--- src/rtl/conv_buffer_ctrl_pkg.sv ---
// Shared types and defaults for the convolution row-set buffer controller.
package conv_buf_pkg;

    typedef enum logic [1:0] {
        IDLE,
        RUN,
        DRAIN
    } ctrl_state_t;

    localparam int DEF_BUFFER_SIZE = 8;
    localparam int DEF_KERNEL_SIZE = 9;
    localparam int DEF_ROW_W       = 16;

    // Side length of a square kernel; 0 when taps is not a perfect square.
    function automatic int kdim_of(input int taps);
        int r;
        r = 0;
        for (int i = 1; i * i <= taps; i++) begin
            if (i * i == taps) r = i;
        end
        return r;
    endfunction

endpackage

--- src/rtl/conv_buffer_ctrl_wrap_ptr.sv ---
// Buffer slot pointer that wraps modulo DEPTH, with clear and load.
module wrap_ptr
    import conv_buf_pkg::*;
#(
    parameter int DEPTH = DEF_BUFFER_SIZE,
    parameter int PTR_W = $clog2(DEPTH)
) (
    input  logic             clk,
    input  logic             rst,
    input  logic             inc,
    input  logic             clr,
    input  logic             ld,
    input  logic [PTR_W-1:0] ld_val,
    output logic [PTR_W-1:0] ptr
);

    localparam logic [PTR_W-1:0] LAST = PTR_W'(DEPTH - 1);

    logic [PTR_W-1:0] ptr_q, ptr_d;

    always_comb begin
        ptr_d = ptr_q;
        if (clr) begin
            ptr_d = '0;
        end else if (ld) begin
            ptr_d = ld_val;
        end else if (inc) begin
            ptr_d = (ptr_q == LAST) ? '0 : ptr_q + 1'b1;
        end
    end

    always_ff @(posedge clk or posedge rst) begin
        if (rst) begin
            ptr_q <= '0;
        end else begin
            ptr_q <= ptr_d;
        end
    end

    assign ptr = ptr_q;

endmodule

--- src/rtl/conv_buffer_ctrl.sv ---
// Row-set buffer sequencer: accepts rows from the loader, presents
// KDIM-row sliding windows to the MAC array and tracks occupancy.
module conv_buffer_ctrl
    import conv_buf_pkg::*;
#(
    parameter int BUFFER_SIZE = DEF_BUFFER_SIZE,
    parameter int KERNEL_SIZE = DEF_KERNEL_SIZE,
    parameter int ROW_W       = DEF_ROW_W,
    parameter int PTR_W       = $clog2(BUFFER_SIZE)
) (
    input  logic             clk,
    input  logic             rst,
    input  logic             start,
    input  logic             abort,
    input  logic [ROW_W-1:0] cfg_rows,
    output logic             busy,
    output logic             done,
    output logic             cfg_err,
    input  logic             src_valid,
    output logic             src_ready,
    output logic             buf_wen,
    output logic [PTR_W-1:0] buf_waddr,
    output logic [PTR_W-1:0] buf_raddr,
    output logic             mac_valid,
    input  logic             mac_ready,
    output logic [ROW_W-1:0] mac_row,
    output logic [PTR_W:0]   occupancy
);

    localparam int KDIM = kdim_of(KERNEL_SIZE);
    localparam logic [ROW_W-1:0] KDIM_ROW = ROW_W'(KDIM);
    localparam logic [PTR_W:0]   OCC_FULL = (PTR_W + 1)'(BUFFER_SIZE);
    localparam logic [PTR_W:0]   OCC_WIN  = (PTR_W + 1)'(KDIM);

    ctrl_state_t state_q, state_d;

    logic [ROW_W-1:0] cfg_rows_q, cfg_rows_d;
    logic [ROW_W-1:0] rows_in_q, rows_in_d;
    logic [ROW_W-1:0] mac_row_q, mac_row_d;
    logic [PTR_W:0]   occ_q, occ_d;
    logic             cfg_err_q, cfg_err_d;

    logic [PTR_W-1:0] wptr, rptr;
    logic             run, wr, rd;
    logic             ptr_clr, rptr_ld;

    assign run       = (state_q == RUN);
    assign src_ready = run && (occ_q < OCC_FULL) && (rows_in_q < cfg_rows_q);
    assign mac_valid = run && (occ_q >= OCC_WIN);
    assign wr        = src_valid && src_ready;
    assign rd        = mac_valid && mac_ready;

    assign busy      = (state_q != IDLE);
    assign done      = (state_q == DRAIN);
    assign cfg_err   = cfg_err_q;
    assign buf_wen   = wr;
    assign buf_waddr = wptr;
    assign buf_raddr = rptr;
    assign mac_row   = mac_row_q;
    assign occupancy = occ_q;

    always_comb begin
        state_d    = state_q;
        cfg_rows_d = cfg_rows_q;
        rows_in_d  = rows_in_q;
        mac_row_d  = mac_row_q;
        occ_d      = occ_q;
        cfg_err_d  = 1'b0;
        ptr_clr    = 1'b0;
        rptr_ld    = 1'b0;

        unique case (state_q)
            IDLE: begin
                if (start) begin
                    if (cfg_rows >= KDIM_ROW) begin
                        state_d    = RUN;
                        cfg_rows_d = cfg_rows;
                        rows_in_d  = '0;
                        mac_row_d  = '0;
                    end else begin
                        cfg_err_d = 1'b1;
                    end
                end
            end
            RUN: begin
                if (wr) rows_in_d = rows_in_q + 1'b1;
                if (rd) mac_row_d = mac_row_q + 1'b1;
                unique case ({wr, rd})
                    2'b10:   occ_d = occ_q + 1'b1;
                    2'b01:   occ_d = occ_q - 1'b1;
                    default: occ_d = occ_q;
                endcase
                if (rd && (mac_row_q == cfg_rows_q - KDIM_ROW)) begin
                    state_d = DRAIN;
                end
            end
            DRAIN: begin
                // The last KDIM-1 rows are never reused by this job.
                occ_d   = '0;
                rptr_ld = 1'b1;
                state_d = IDLE;
            end
            default: state_d = IDLE;
        endcase

        if (abort) begin
            state_d   = IDLE;
            rows_in_d = '0;
            mac_row_d = '0;
            occ_d     = '0;
            cfg_err_d = 1'b0;
            ptr_clr   = 1'b1;
            rptr_ld   = 1'b0;
        end
    end

    always_ff @(posedge clk or posedge rst) begin
        if (rst) begin
            state_q    <= IDLE;
            cfg_rows_q <= '0;
            rows_in_q  <= '0;
            mac_row_q  <= '0;
            occ_q      <= '0;
            cfg_err_q  <= 1'b0;
        end else begin
            state_q    <= state_d;
            cfg_rows_q <= cfg_rows_d;
            rows_in_q  <= rows_in_d;
            mac_row_q  <= mac_row_d;
            occ_q      <= occ_d;
            cfg_err_q  <= cfg_err_d;
        end
    end

    wrap_ptr #(
        .DEPTH (BUFFER_SIZE),
        .PTR_W (PTR_W)
    ) u_wptr (
        .clk    (clk),
        .rst    (rst),
        .inc    (wr),
        .clr    (ptr_clr),
        .ld     (1'b0),
        .ld_val ('0),
        .ptr    (wptr)
    );

    wrap_ptr #(
        .DEPTH (BUFFER_SIZE),
        .PTR_W (PTR_W)
    ) u_rptr (
        .clk    (clk),
        .rst    (rst),
        .inc    (rd),
        .clr    (ptr_clr),
        .ld     (rptr_ld),
        .ld_val (wptr),
        .ptr    (rptr)
    );

    assert property (@(posedge clk) disable iff (rst) occ_q <= OCC_FULL);
    assert property (@(posedge clk) disable iff (rst)
        !(wr && !rd && occ_q == OCC_FULL));
    assert property (@(posedge clk) disable iff (rst)
        !(rd && !wr && occ_q == '0));

endmodule

--- config.mk ---
export PLATFORM = sky130hd
export DESIGN_NAME = conv_buffer_ctrl
export DESIGN_NICKNAME = d
export VERILOG_FILES = /design/src/rtl/conv_buffer_ctrl_pkg.sv /design/src/rtl/conv_buffer_ctrl_wrap_ptr.sv /design/src/rtl/conv_buffer_ctrl.sv
export SDC_FILE = /design/constraint.sdc
export NUM_CORES = 1
export LEC_CHECK = 0
export BUFFER_PORTS_ARGS = -buffer_cell sky130_fd_sc_hd__buf_2
export CAP_MARGIN = 20
export CORE_MARGIN = 5
export CORE_UTILIZATION = 45
export DETAILED_ROUTE_END_ITERATION = 7
export PLACE_DENSITY = 0.68
export SLEW_MARGIN = 40
export SYNTH_ARGS = -nofsm -noshare
export SYNTH_HDL_FRONTEND = slang
export SYNTH_SLANG_ARGS = --single-unit
--- constraint.sdc ---
create_clock -name clk -period 5.94 [get_ports clk]
set_input_delay 1.188 -clock clk [delete_from_list [all_inputs] [get_ports clk]]
set_output_delay 1.188 -clock clk [all_outputs]
set_load 0.05 [all_outputs]
==> flow_summary.ini <==
[worst_setup_path]
cp_slowest_cell = a211oi_2
crit_family = compound AO/OA/AOI/OAI gates
path_buf_inv = 3
path_cells = inv_1 -> ha_1 -> a21oi_1 -> o21ai_0 -> a211oi_2 -> nand2_1 -> inv_1 -> buf_2
critPathMaxStageDelay_ns = 0.44
worstSetupEndpointType = primary output
cp_common_cell = inv_1
cp.required_ns = 4.75
start_kind = flip-flop
worstPathArrival_ns = 2.77
worstSetupPathType = reg -> out
critPathMaxFanout = 17

[pwr]
p_leak_nw = 2.13
total_power_mw = 1.07
ir_drop_v = 0.0000984
power_density_mw_per_mm2 = 236

[global_route]
grt_max_degree = 62
antenna_found_initial = 0
grt_overflow = 0
grt.total_usage_pct = 19.2
grt_pass1_wl_microns = 15800
grt_pass1_vias = 3252

[drt]
vias = 3451
wl_per_cell_microns = 16.1
drc = 0
maxUsedRoutingLayer = met4
vias_per_cell = 5.70
wl_met1_microns = 4030
wirelength_microns = 9750
drt-pass1-iter-count = 4
ant_nets = 0
drt_iter0_drc = 164
route.met3.wl_microns = 376
dr_wl_met2_microns = 4990

[timing]
fmax_ghz = 0.253
min_period_over_period_pct = 66.6
post-route-min-period_ns = 3.96
worst_pin_slew_ns = 0.756
fin_setup_tns_ns = 0
rsz0062_at_grt = no
slew_headroom_pct = 49.2
slew_violations = 0
finalSetupViolCount = 0
clock_skew_ns = 0.00915
hold_viol_final = 0
fin_ws_ns = 1.98

[synthesis]
syn-instance-count = 441
synth_area_sq_mm = 0.00393
synth-seq-cells = 61
synth_cell_types = 60
synthArstFlopShare_pct = 100
syn_avg_cell_area_sq_um = 8.92
synth_warnings = 0
synth_fp_nets = 489
yosys.area.top_type = dfrtp_1
synth.area.top_cells = dfrtp_1 (39%), ha_1 (8.0%), xor2_1 (5.1%)
ys_seq_area_share_pct = 38.8
synth_edf_count = 0
ys.flop_type = dfrtp_1
yosys.area.top_type_share_pct = 38.8

[place]
globalplace.congestion = 0.927
dp_hpwl_microns = 7380
port_buffers = 53
preCtsSetupSlack_ns = 2.22

[finish]
antenna_cells = 0
nNetsFinal = 540
final_layout_size_suffix_gt1_share_pct = 16.7
post-route-util_pct = 52.6
syn_to_final_growth_pct = 15.5

[die]
die_w_microns = 103
io_pins = 54
core-area_sq_mm = 0.00864
num_rows = 34
die_h_microns = 103
start_util_pct = 45.6
die_area_sq_mm = 0.0107

[hold_path]
min_path_type = reg -> reg

[clock_network]
clk_path_buf_depth = 2
cts-htree-levels = 3
numCtsBuffers = 9
cts_tree = built
ctsResizeCount = 0
cts.clk_slew.worst_paths_ns = 0.07
postCtsSetupRepairBufs = 0
hold_buffers = 0
clock_sinks = 61
root_buffer = clkbuf_8
clock_latency_ns = 0.35

[run]
cap_violations = 0

[outcome]
status = complete, no violations
## cell families (layout without fill, tap and decap cells)
kind of cell	count (synthesis)	count (layout)	synth area share, %
xor gates and xnor gates	42	42	9.35
DFF	61	61	38.8
muxes	2	2	0.541
and+or+nand+nor	173	173	22.8
buffers and inverters	44	100	4.39
AOI/OAI and AO/OA	93	93	15.6
adders and majority gates	26	26	8.46
## stage by stage
stage / area, sq um / std cells / hold slack, ns
finish: 4540 / 605 / 0.558
global route: 4540 / 605 / 0.552
CTS: 4540 / 605 / 0.549
floorplan: 3930 / 441 / 0.471
detailed placement: 4290 / 589 / 0.540
global placement: 4290 / 589 / 0.520
## power by group
| part | switching (mW) | leakage (nW) | internal [mW] |
|---|---|---|---|
| sequential | 0.0255 | 0.821 | 0.431 |
| combinational | 0.0941 | 1.19 | 0.0569 |
| clock | 0.175 | 0.119 | 0.289 |
| total | 0.294 | 2.13 | 0.778 |
## worst register-to-register path, delay by kind of cell (launching register included)
family / cells / cell delay, ns
buffers and inverters: 1 / 0.11
adders and majority gates: 3 / 1.05
DFF: 1 / 0.40
AOI/OAI and AO/OA: 7 / 1.50
and+or+nand+nor: 1 / 0.42
xor gates and xnor gates: 1 / 0.10
## layout by cell type (no fill, tap or decap), types with 2 or more instances in the layout
cell type | synthesis | routed
dfrtp_1 | 61 | 61
buf_2 | 3 | 53
nand2_1 | 45 | 45
nor2_1 | 31 | 31
inv_1 | 28 | 27
o21ai_0 | 27 | 27
ha_1 | 25 | 25
a21oi_1 | 24 | 24
xor2_1 | 23 | 23
xnor2_1 | 19 | 19
nand3_1 | 17 | 17
nand4_1 | 14 | 14
nor3_1 | 11 | 10
clkbuf_8 | 0 | 10
and3_1 | 9 | 9
and2_1 | 8 | 8
o31ai_1 | 8 | 8
nor4_1 | 7 | 7
or4_1 | 7 | 7
nand3b_1 | 4 | 4
a211oi_1 | 3 | 3
a21o_1 | 3 | 3
a311oi_1 | 3 | 3
or3_1 | 3 | 3
o211ai_1 | 3 | 3
a2bb2oi_1 | 3 | 3
bufinv_16 | 0 | 3
or3b_1 | 2 | 2
or2_2 | 1 | 2
inv_2 | 1 | 2
nand2b_1 | 2 | 2
o21a_1 | 2 | 2
and4_1 | 2 | 2
nor2b_1 | 2 | 2
nor3b_1 | 2 | 2
clkinvlp_4 | 0 | 2
## cells in the mapped netlist (4+ instances only)
cell type and n:
dfrtp_1 61, nand2_1 45, nor2_1 31, inv_1 28, o21ai_0 27, ha_1 25
a21oi_1 24, xor2_1 23, xnor2_1 19, nand3_1 17, nand4_1 14, clkbuf_1 11
nor3_1 11, and3_1 9, and2_1 8, o31ai_1 8, nor4_1 7, or4_1 7
nand3b_1 4
## area by class of cell
class	instances	area, sq um
Inverter	29	109
Multi-Input combinational cell	336	2240
Tap cell	108	135
Sequential cell	61	1530
Clock buffer	10	138
Clock inverter	6	110
Timing Repair Buffer	55	284
Fill cell	828	4090
## registers in the layout (all words and copies together), names as in the netlist
name	flops
state_q	2
u_rptr.ptr	3
occupancy	4
cfg_err	1
cfg_rows_q	16
u_wptr.ptr	3
rows_in_q	16
mac_row	16
## routing by layer
layer | track usage (%) | vias up
li1 | - | 1688
met1 | 23.0 | 1667
met2 | 33.0 | 74
met3 | 2.95 | 22
met4 | 10.4 | 0
met5 | 0 | -
## worst paths after layout
kind	startpoint	endpoint	slack, ns	cells past startpoint
min reg2reg	rows_in_q[10]	rows_in_q[10]	0.56	1
max	cfg_rows_q[9]	buf_wen	1.98	8
max in group asynchronous	rst	cfg_rows_q[4]	4.57	3
min in group asynchronous	rst	u_rptr.ptr[1]	0.96	3
max reg2reg	cfg_rows_q[9]	occupancy[3]	2.25	13
min	rows_in_q[10]	rows_in_q[10]	0.56	1
Note: power is estimated with default switching activity, not from simulation.
